File: src/rtl/result_writeback_if.sv
// result_writeback_if: job, tile and RAM-write signals of the write-back stage
//   start/cfg_*            job launch and configuration (latched on start)
//   res_valid/res_data     tile in from the GEMM array, res_ready back
//   mem_en/we/addr/wdata   one RAM write per cycle out, mem_ready back
//   busy/done              job status
// master drives the job and tiles; slave is the write-back stage.
interface result_writeback_if #(
    parameter int DATA_W = 32,
    parameter int LANES  = 8,
    parameter int ADDR_W = 16
);
    logic                    start;
    logic [ADDR_W-1:0]       cfg_base_addr;
    logic [ADDR_W-1:0]       cfg_feat_size;
    logic [ADDR_W-1:0]       cfg_num_kernels;
    logic                    cfg_order;
    logic                    cfg_relu;
    logic                    res_valid;
    logic [LANES*DATA_W-1:0] res_data;
    logic                    res_ready;
    logic                    mem_en;
    logic                    mem_we;
    logic [ADDR_W-1:0]       mem_addr;
    logic [DATA_W-1:0]       mem_wdata;
    logic                    mem_ready;
    logic                    busy;
    logic                    done;

    modport master (
        output start, cfg_base_addr, cfg_feat_size, cfg_num_kernels, cfg_order, cfg_relu,
        output res_valid, res_data, mem_ready,
        input  res_ready, mem_en, mem_we, mem_addr, mem_wdata, busy, done
    );

    modport slave (
        input  start, cfg_base_addr, cfg_feat_size, cfg_num_kernels, cfg_order, cfg_relu,
        input  res_valid, res_data, mem_ready,
        output res_ready, mem_en, mem_we, mem_addr, mem_wdata, busy, done
    );
endinterface

File: src/rtl/result_writeback.sv
// result_writeback: buffers GEMM result tiles in a FIFO and serialises them into masked RAM writes
//   clk, rst : clock and synchronous active-high reset
//   bus      : result_writeback_if.slave (job handshake, tile input, RAM write port)
module result_writeback #(
    parameter int DATA_W     = 32,
    parameter int LANES      = 8,
    parameter int ADDR_W     = 16,
    parameter int FIFO_DEPTH = 4
) (
    input logic               clk,
    input logic               rst,
    result_writeback_if.slave bus
);
    localparam int LW = $clog2(LANES);
    localparam int PW = $clog2(FIFO_DEPTH);
    localparam int CW = ADDR_W + 1;

    typedef enum logic [1:0] {IDLE, RUN, DONE} state_t;

    state_t                  state_q, state_d;
    logic [ADDR_W-1:0]       base_q, f_q, kn_q;
    logic                    order_q, relu_q;
    logic [CW-1:0]           tn_q, total_q, acc_q, pos_t_q;
    logic [ADDR_W-1:0]       pos_k_q;
    logic [LANES*DATA_W-1:0] fifo_mem [FIFO_DEPTH];
    logic [PW:0]             wr_q, rd_q;
    logic [LANES*DATA_W-1:0] tile_q;
    logic                    sv_valid_q, sv_final_q;
    logic [LW-1:0]           lane_q, lane_last_q;
    logic [ADDR_W-1:0]       tile_addr_q;
    logic                    mem_we_q, out_last_q, fin_q;
    logic [ADDR_W-1:0]       mem_addr_q;
    logic [DATA_W-1:0]       mem_wdata_q;

    logic                    start_ok, job_empty, full, empty, push, pop;
    logic                    out_free, adv, lane_end, pos_last_t, pos_last_k;
    logic [CW-1:0]           tn_d;
    logic [ADDR_W-1:0]       kf, tl, load_addr;
    logic [DATA_W-1:0]       elem;

    assign start_ok   = state_q == IDLE && bus.start;
    assign job_empty  = bus.cfg_feat_size == '0 || bus.cfg_num_kernels == '0;
    assign tn_d       = ({1'b0, bus.cfg_feat_size} + CW'(LANES - 1)) >> LW;

    // Extra pointer bit distinguishes full from empty.
    assign full       = wr_q[PW] != rd_q[PW] && wr_q[PW-1:0] == rd_q[PW-1:0];
    assign empty      = wr_q == rd_q;
    assign push       = bus.res_valid && bus.res_ready;

    // The output register is the RAM-facing stage; it only takes a new lane once the held write is accepted.
    assign out_free   = !mem_we_q || bus.mem_ready;
    assign adv        = sv_valid_q && out_free;
    assign lane_end   = adv && lane_q == lane_last_q;
    assign pop        = !empty && (!sv_valid_q || lane_end);

    // Position of the tile about to be popped from the FIFO.
    assign pos_last_t = pos_t_q == tn_q - 1'b1;
    assign pos_last_k = pos_k_q == kn_q - 1'b1;
    assign kf         = pos_k_q * f_q;
    assign tl         = ADDR_W'(pos_t_q << LW);
    assign load_addr  = base_q + kf + tl;
    assign elem       = tile_q[lane_q * DATA_W +: DATA_W];

    assign bus.res_ready = state_q == RUN && !full && acc_q < total_q;
    assign bus.busy      = state_q != IDLE;
    assign bus.mem_en    = state_q != IDLE;
    assign bus.done      = state_q == DONE;
    assign bus.mem_we    = mem_we_q;
    assign bus.mem_addr  = mem_addr_q;
    assign bus.mem_wdata = mem_wdata_q;

    // RUN waits one cycle after the final write is accepted (fin_q) before signalling DONE.
    always_comb begin
        state_d = state_q;
        if (start_ok)
            state_d = job_empty ? DONE : RUN;
        else if (state_q == RUN && fin_q)
            state_d = DONE;
        else if (state_q == DONE)
            state_d = IDLE;
    end

    always_ff @(posedge clk) begin
        if (push)
            fifo_mem[wr_q[PW-1:0]] <= bus.res_data;
    end

    always_ff @(posedge clk) begin
        if (rst) begin
            state_q     <= IDLE;
            base_q      <= '0;
            f_q         <= '0;
            kn_q        <= '0;
            order_q     <= 1'b0;
            relu_q      <= 1'b0;
            tn_q        <= '0;
            total_q     <= '0;
            acc_q       <= '0;
            pos_t_q     <= '0;
            pos_k_q     <= '0;
            wr_q        <= '0;
            rd_q        <= '0;
            tile_q      <= '0;
            sv_valid_q  <= 1'b0;
            sv_final_q  <= 1'b0;
            lane_q      <= '0;
            lane_last_q <= '0;
            tile_addr_q <= '0;
            mem_we_q    <= 1'b0;
            out_last_q  <= 1'b0;
            fin_q       <= 1'b0;
            mem_addr_q  <= '0;
            mem_wdata_q <= '0;
        end else begin
            state_q <= state_d;
            if (start_ok) begin
                base_q  <= bus.cfg_base_addr;
                f_q     <= bus.cfg_feat_size;
                kn_q    <= bus.cfg_num_kernels;
                order_q <= bus.cfg_order;
                relu_q  <= bus.cfg_relu;
                tn_q    <= tn_d;
                total_q <= tn_d * {1'b0, bus.cfg_num_kernels};
                acc_q   <= '0;
                pos_t_q <= '0;
                pos_k_q <= '0;
                fin_q   <= 1'b0;
            end else begin
                if (push)
                    acc_q <= acc_q + 1'b1;
                if (mem_we_q && bus.mem_ready && out_last_q)
                    fin_q <= 1'b1;
            end
            if (push)
                wr_q <= wr_q + 1'b1;
            if (pop) begin
                rd_q        <= rd_q + 1'b1;
                tile_q      <= fifo_mem[rd_q[PW-1:0]];
                sv_valid_q  <= 1'b1;
                lane_q      <= '0;
                // Only the last tile of a channel is partial; its last valid lane is (F-1) mod LANES.
                lane_last_q <= pos_last_t ? f_q[LW-1:0] - 1'b1 : {LW{1'b1}};
                sv_final_q  <= pos_last_t && pos_last_k;
                tile_addr_q <= load_addr;
                if (!order_q) begin
                    pos_t_q <= pos_last_t ? '0 : pos_t_q + 1'b1;
                    pos_k_q <= pos_last_t ? pos_k_q + 1'b1 : pos_k_q;
                end else begin
                    pos_k_q <= pos_last_k ? '0 : pos_k_q + 1'b1;
                    pos_t_q <= pos_last_k ? pos_t_q + 1'b1 : pos_t_q;
                end
            end else if (lane_end) begin
                sv_valid_q <= 1'b0;
            end else if (adv) begin
                lane_q <= lane_q + 1'b1;
            end
            if (out_free) begin
                mem_we_q   <= sv_valid_q;
                out_last_q <= lane_end && sv_final_q;
                if (sv_valid_q) begin
                    mem_addr_q  <= tile_addr_q + ADDR_W'(lane_q);
                    mem_wdata_q <= (relu_q && elem[DATA_W-1]) ? '0 : elem;
                end
            end
        end
    end
endmodule
File: src/flat_wrapper.sv
// flat-port wrapper written by rule: the top's interface ports become plain ports
module result_writeback_flat 
#(
    parameter int DATA_W     = 32,
    parameter int LANES      = 8,
    parameter int ADDR_W     = 16,
    parameter int FIFO_DEPTH = 4
)
  (clk, rst, bus_start, bus_cfg_base_addr, bus_cfg_feat_size, bus_cfg_num_kernels, bus_cfg_order, bus_cfg_relu, bus_res_valid, bus_res_data, bus_mem_ready, bus_res_ready, bus_mem_en, bus_mem_we, bus_mem_addr, bus_mem_wdata, bus_busy, bus_done);
  result_writeback_if #(.DATA_W(DATA_W), .LANES(LANES), .ADDR_W(ADDR_W)) bus_i ();
  input logic clk;
  input logic rst;
  input wire logic [$bits(bus_i.start)-1:0] bus_start;
  input wire logic [$bits(bus_i.cfg_base_addr)-1:0] bus_cfg_base_addr;
  input wire logic [$bits(bus_i.cfg_feat_size)-1:0] bus_cfg_feat_size;
  input wire logic [$bits(bus_i.cfg_num_kernels)-1:0] bus_cfg_num_kernels;
  input wire logic [$bits(bus_i.cfg_order)-1:0] bus_cfg_order;
  input wire logic [$bits(bus_i.cfg_relu)-1:0] bus_cfg_relu;
  input wire logic [$bits(bus_i.res_valid)-1:0] bus_res_valid;
  input wire logic [$bits(bus_i.res_data)-1:0] bus_res_data;
  input wire logic [$bits(bus_i.mem_ready)-1:0] bus_mem_ready;
  output wire logic [$bits(bus_i.res_ready)-1:0] bus_res_ready;
  output wire logic [$bits(bus_i.mem_en)-1:0] bus_mem_en;
  output wire logic [$bits(bus_i.mem_we)-1:0] bus_mem_we;
  output wire logic [$bits(bus_i.mem_addr)-1:0] bus_mem_addr;
  output wire logic [$bits(bus_i.mem_wdata)-1:0] bus_mem_wdata;
  output wire logic [$bits(bus_i.busy)-1:0] bus_busy;
  output wire logic [$bits(bus_i.done)-1:0] bus_done;
  assign bus_i.start = bus_start;
  assign bus_i.cfg_base_addr = bus_cfg_base_addr;
  assign bus_i.cfg_feat_size = bus_cfg_feat_size;
  assign bus_i.cfg_num_kernels = bus_cfg_num_kernels;
  assign bus_i.cfg_order = bus_cfg_order;
  assign bus_i.cfg_relu = bus_cfg_relu;
  assign bus_i.res_valid = bus_res_valid;
  assign bus_i.res_data = bus_res_data;
  assign bus_i.mem_ready = bus_mem_ready;
  assign bus_res_ready = bus_i.res_ready;
  assign bus_mem_en = bus_i.mem_en;
  assign bus_mem_we = bus_i.mem_we;
  assign bus_mem_addr = bus_i.mem_addr;
  assign bus_mem_wdata = bus_i.mem_wdata;
  assign bus_busy = bus_i.busy;
  assign bus_done = bus_i.done;
  result_writeback #(.DATA_W(DATA_W), .LANES(LANES), .ADDR_W(ADDR_W), .FIFO_DEPTH(FIFO_DEPTH)) u_core (.clk(clk), .rst(rst), .bus(bus_i));
endmodule
File: config.mk
export PLATFORM = sky130hd
export DESIGN_NAME = result_writeback_flat
export DESIGN_NICKNAME = d
export VERILOG_FILES = /design/src/rtl/result_writeback_if.sv /design/src/rtl/result_writeback.sv /design/src/flat_wrapper.sv
export SDC_FILE = /design/constraint.sdc
export NUM_CORES = 2
export LEC_CHECK = 0
export BUFFER_PORTS_ARGS = -buffer_cell sky130_fd_sc_hd__buf_2
export CAP_MARGIN = 40
export CORE_MARGIN = 5
export CORE_UTILIZATION = 45
export CTS_BUF_LIST = sky130_fd_sc_hd__clkbuf_4
export DETAILED_ROUTE_END_ITERATION = 10
export HOLD_SLACK_MARGIN = 0.15
export PLACE_DENSITY = 0.71
export SYNTH_ARGS = -nofsm -noshare
export SYNTH_HDL_FRONTEND = slang
export SYNTH_SLANG_ARGS = --single-unit
File: constraint.sdc
create_clock -name clk -period 13 [get_ports clk]
set_input_delay 1.95 -clock clk [delete_from_list [all_inputs] [get_ports clk]]
set_output_delay 1.95 -clock clk [all_outputs]
set_load 0.02 [all_outputs]
Yosys cells after proc, flatten, opt, wreduce, memory -nomap -nowiden:

Memory sizes are Yosys's and may differ from the RTL's. A register that Yosys moved wholly into a read port is not among the register bits.
Cells that the tools add are included.

* input bits: 311
* register bits after elaboration: 214
* memory bits (writable): 1024
* output and inout port bits: 53
* memories kept: 1
* logic and storage cells: 106

* muxes and demuxes: 20
* $mul: 2
* $lt $le $gt $ge: 1
* add/sub/neg operators: 13
* equal/unequal tests: 10
* reduce and logical (&&, ||, !) cells: 34
* shifts and indexed selects: 1
* bitwise logic cells: 1

Memories
* u_core.fifo_mem: depth 4, bits a word 256, read ports 1, clocked after memory_dff 1, write ports 1, line result_writeback.sv:25 `logic [LANES*DATA_W-1:0] fifo_mem [FIFO_DEPTH];`

Operators with widths (number)
* 256-bit by 9-bit variable part select with 32-bit output: 1
* 17-bit 2-to-1 mux: 5
* 16-bit 2-to-1 mux: 5
* 17-bit by 1-bit adder with 17-bit output, second input constant: 2
* 16-bit adder: 2
* 16-bit logical NOT: 2
* 32-bit 2-to-1 mux: 1
* 16-bit by 3-bit adder with 17-bit output, second input constant: 1
* 17-bit == test: 1
* 17-bit less-than comparator: 1
* 14-bit by 16-bit multiplier with 17-bit output: 1
* 16-bit by 1-bit adder with 16-bit output, second input constant: 1
* 16-bit by 3-bit adder with 16-bit output: 1
* 16-bit == test: 1
* 16-bit by 16-bit multiplier with 16-bit output: 1
* 16-bit by 1-bit subtractor with 16-bit output, second input constant: 1
* 14-bit by 1-bit subtractor with 15-bit output, second input constant: 1
* 1-bit logical AND: 14
* 3-bit by 1-bit adder with 3-bit output, second input constant: 3
* 2-bit 2-to-1 mux: 4
* 2-bit AND reduction: 4
* 3-bit == test: 2
* 2-bit nonzero test: 3
* 1-bit logical NOT: 4
* 14 further kinds: 20

Longest topological paths before layout:

* word-level depth: 8
* gate-level depth with buffers: 30
* depth with buffers taken out: 29

Worst setup path before layout:

Ideal clock, no wire load.

* kind: in2reg
* from: in bus_res_valid
* to: mem u_core.fifo_mem[1][0] (netlist bit) (enable)
* stages: 4
* buffers on the path: 1
* required time: 12351 ps
* setup slack: 3657 ps
* setup time: 649 ps
* arrival: 8693 ps
* path through: inv_1 > a211oi_1 > clkbuf_1 > and2_1

* word-level cells in the longest chain between the ends: 3

RTL lines
* start, declared: line flat_wrapper.sv:19 `input wire logic [$bits(bus_i.res_valid)-1:0] bus_res_valid;`
* 1-bit logical AND: line result_writeback.sv:48 `assign push = bus.res_valid && bus.res_ready;`
* 1-bit 2-to-1 mux: line result_writeback.sv:84 `if (push)`
* 1-bit 2-to-1 mux (not written as such): line result_writeback.sv:85 `fifo_mem[wr_q[PW-1:0]] <= bus.res_data;`
* end, declared: line result_writeback.sv:25

Every way passes these cells.

Final worst setup path:

* from: in bus_cfg_feat_size[3]
* to: reg u_core.total_q[16]

* word-level cells in the longest chain between the ends: 2

RTL lines
* start, declared: line flat_wrapper.sv:15 `input wire logic [$bits(bus_i.cfg_feat_size)-1:0] bus_cfg_feat_size;`
* 16-bit by 3-bit adder with 17-bit output: line result_writeback.sv:43 `assign tn_d = ({1'b0, bus.cfg_feat_size} + CW'(LANES - 1)) >> LW;`
* 14-bit by 16-bit multiplier with 17-bit output: line result_writeback.sv:123 `total_q <= tn_d * {1'b0, bus.cfg_num_kernels};`
* end signal, assigned: line result_writeback.sv:123
* end, declared: line result_writeback.sv:23 `logic [CW-1:0] tn_q, total_q, acc_q, pos_t_q;`

Every way passes these cells.
A chain may end at the register's enable or synchronous reset.

==> run summary <==
Status: finished clean
Worst Hold Class: register to register
CTS Root Cell: clkbuf_4
Core ar.: 146000 µm²
Top cell type's share of synthesized area: 46.4%
Fillers: 12393
Crit Path Class: input pin to register
Pin count of the biggest net entering global routing: 175
Worst reg2reg path depth: 22
Max-Cap Viols: 0
Die width: 394 µm
FF/Latch Area: 40200 µm²
Sw Share: 32.7%
Nets@finish: 6073
Worst Tran Pin Value: 0.977 ns
Final min period: 7.99 ns
Initial Util: 45.4%
Synth Cell Area: 66300 µm²
Setup_tns: 0 ns
Post-synth cell types: 66
Clock share of power: 28.4%
Placed Area: 70400 µm²
Seq pwr share: 41.2%
Number of H-tree levels: 5
WL/cell: 21.9 µm
Port buffer count: 363
Post-DP HPWL: 110000 µm
Most frequent CP cell: xnor2_1
DR vias: 41442
DRT Pass-1 Iters: 5
PD cells: 188 nW/µm²
CTS tree: yes
GRT Total Usage: 21.4%
CTS clk-pin slew, worst paths: 0.06 ns
Area leader, netlist: edfxtp_1
Vias in the first global route: 41777
Hold-fix buffers, CTS: 0
Final setup viols: 0
Finished Cell Area: 75500 µm²
Yosys reg bits: 1494
Internal power: 9540 µW
Hold_ws: 0.452 ns
Post-CTS setup buffers: 0
IO Count: 364
Async SR Flop Fraction: 0%
Die ar.: 155000 µm²
Area grow syn2layout: 13.9%
Leakage: 0.0275 µW
Final Non-Filler Cells: 7693
Reg2reg end: u_core.tile_addr_q[15]
Maximum VDD drop: 0.000235 V
Syn avg cell area: 13.5 µm²
WP data arrival: 9.12 ns
Mapped Nets: 5530
Slew Limit Fails: 0
Yosys warns: 0
DRC errors left: 0
Syn Inst Count: 4892
CTS Buffer Depth: 4
Endpoints failing hold: 0
Clock latency on the worst-skew pair: 1.29 ns
Combinational power share: 30.4%
CTS sink count: 1494
Top cells by area, synth: edfxtp_1, dfxtp_1, mux4_2, fa_1, nand2_1
Worst reg-to-reg setup slack: 6.94 ns
RSZ-0062 raised after global routing: no
DRT iter0 DRCs: 2886
Post-CTS resize count: 0
Fmax: 125 MHz
Layout cells sized above 1: 25.2%
Worst hold endpoint: u_core.tile_q[0]
Inst Count DP: 6959
First-pass GRT wire length: 254000 µm
EDFF count, synth: 1024
Sequential share of the synthesized area: 60.6%
Area of the multi-input gates: 23900 µm²
R2R Path Start: u_core.f_q[1]
Crit Path Max Fanout: 7
DRT antenna net count: 0
Rel. slew slack: 34.9%
Final Cycle Share: 61.4%
Final Wtd Congestion: 0.861
CP max stage delay: 0.65 ns
Worst setup EP type: register
Overall power: 14200 µW
Final Skew: 0.131 ns
Die height: 394 µm
Most frequent cells in the layout: edfxtp_1, nand2_1, clkbuf_4, dfxtp_1, a21oi_1
Worst Hold Launch: u_core.tile_q[0]
Slowest CP cell: xnor2_1
Switch Pwr: 4630 µW
Final WL: 168000 µm
WHS Path Cells: 2
Primary FF master, synth: edfxtp_1
Startpoint Class: input pin
Grt ovf: 0
Via density: 5.39
Commonest non-fill, non-tap cell in the layout: edfxtp_1
# rows: 140
Inserted Clock Buffers: 391
Initial antenna violation count: 97
Required time of the critical path: 14.13 ns
stage by stage:
stage	utilization (%)	setup WS, ns
after CTS	51.6	5.17
after global routing	51.6	4.73
final	51.7	5.01
after global placement	47.9	3.76
after detailed placement	48.2	3.75
after floorplan	-	3.66
flip-flops by register name, summed over array words and instances (netlist names), 2 cells and up:
signal / count
u_core.pos_k_q: 16
u_core.wr_q: 3
u_core.fifo_mem: 1024
u_core.total_q: 17
u_core.lane_q: 3
u_core.rd_q: 3
u_core.base_q: 16
u_core.kn_q: 16
u_core.acc_q: 17
u_core.f_q: 16
u_core.state_q: 2
u_core.tn_q: 14
u_core.bus.mem_wdata: 32
u_core.bus.mem_addr: 16
u_core.tile_addr_q: 16
u_core.lane_last_q: 3
u_core.tile_q: 256
u_core.pos_t_q: 17
logic make-up after synthesis:
family	after synthesis	share of synthesized area, %
buffers and inverters	603	3.44
multiplexers	357	11.5
AND/OR/NAND/NOR	1380	9.13
flip-flops	1494	60.6
adder cells (fa/ha/maj)	328	8.43
AO/OA/AOI/OAI	565	4.72
XOR/XNOR	165	2.20
layer usage:
layer  global-route usage, %  vias to the layer above  routed length (µm)  part of all wire (%)
met3                    8.08                      308               15800                   9.4
li1                        -                    18779                   -                     -
met2                    34.8                     1477               82200                    49
met5                       0                        -                 368                  0.22
met1                    26.9                    20822               66200                    39
met4                    6.53                       56                3710                   2.2
worst max-delay path by stage:
stage	endpoint	depth (start not counted)	from
floorplan	u_core.fifo_mem[1][0]	4	bus_res_valid
global placement	u_core.total_q[16]	28	bus_cfg_feat_size[3]
detailed placement	u_core.total_q[16]	28	bus_cfg_feat_size[3]
CTS	u_core.total_q[16]	28	bus_cfg_feat_size[3]
global route	u_core.total_q[16]	28	bus_cfg_feat_size[3]
finish	u_core.total_q[16]	28	bus_cfg_feat_size[3]
worst max-delay path, delay by kind of cell:
kind | cells | cell delay, ns
buf+inv | 4 | 0.33
fa+ha+maj | 6 | 2.63
compound gates | 2 | 0.43
simple gates | 5 | 1.37
xor+xnor | 11 | 2.39
cell usage after synthesis (all sizes together) (36+ instances only):
library cell / instances
nor3: 37
edfxtp: 1024
nor2: 159
xor2: 66
fa: 198
and2: 127
mux4: 320
clkbuf: 253
xnor2: 98
o21ai: 63
nand2: 874
and3: 36
nand3: 41
a21oi: 396
inv: 316
ha: 129
dfxtp: 470
layout make-up:
type                            count  area share [%]
Multi-Input combinational cell   2795            31.7
Antenna cell                       44           0.146
Sequential cell                  1494            53.2
Clock buffer                      589            5.86
Clock inverter                    101           0.698
Timing Repair Buffer              437            3.65
Tap cell                         1917            3.18
Inverter                          316            1.57
power by group through the flow:
stage          combinational, µW  clock [µW]  sequential, µW
2_1_floorplan               3190           0            5840
6_report                    4310        4030            5840
3_3_place_gp                4250           0            5920
5_1_grt                     4770        4430            5880
4_1_cts                     4380        4150            5840
3_5_place_dp                4360           0            5940
(Power assumes the default switching activity.)
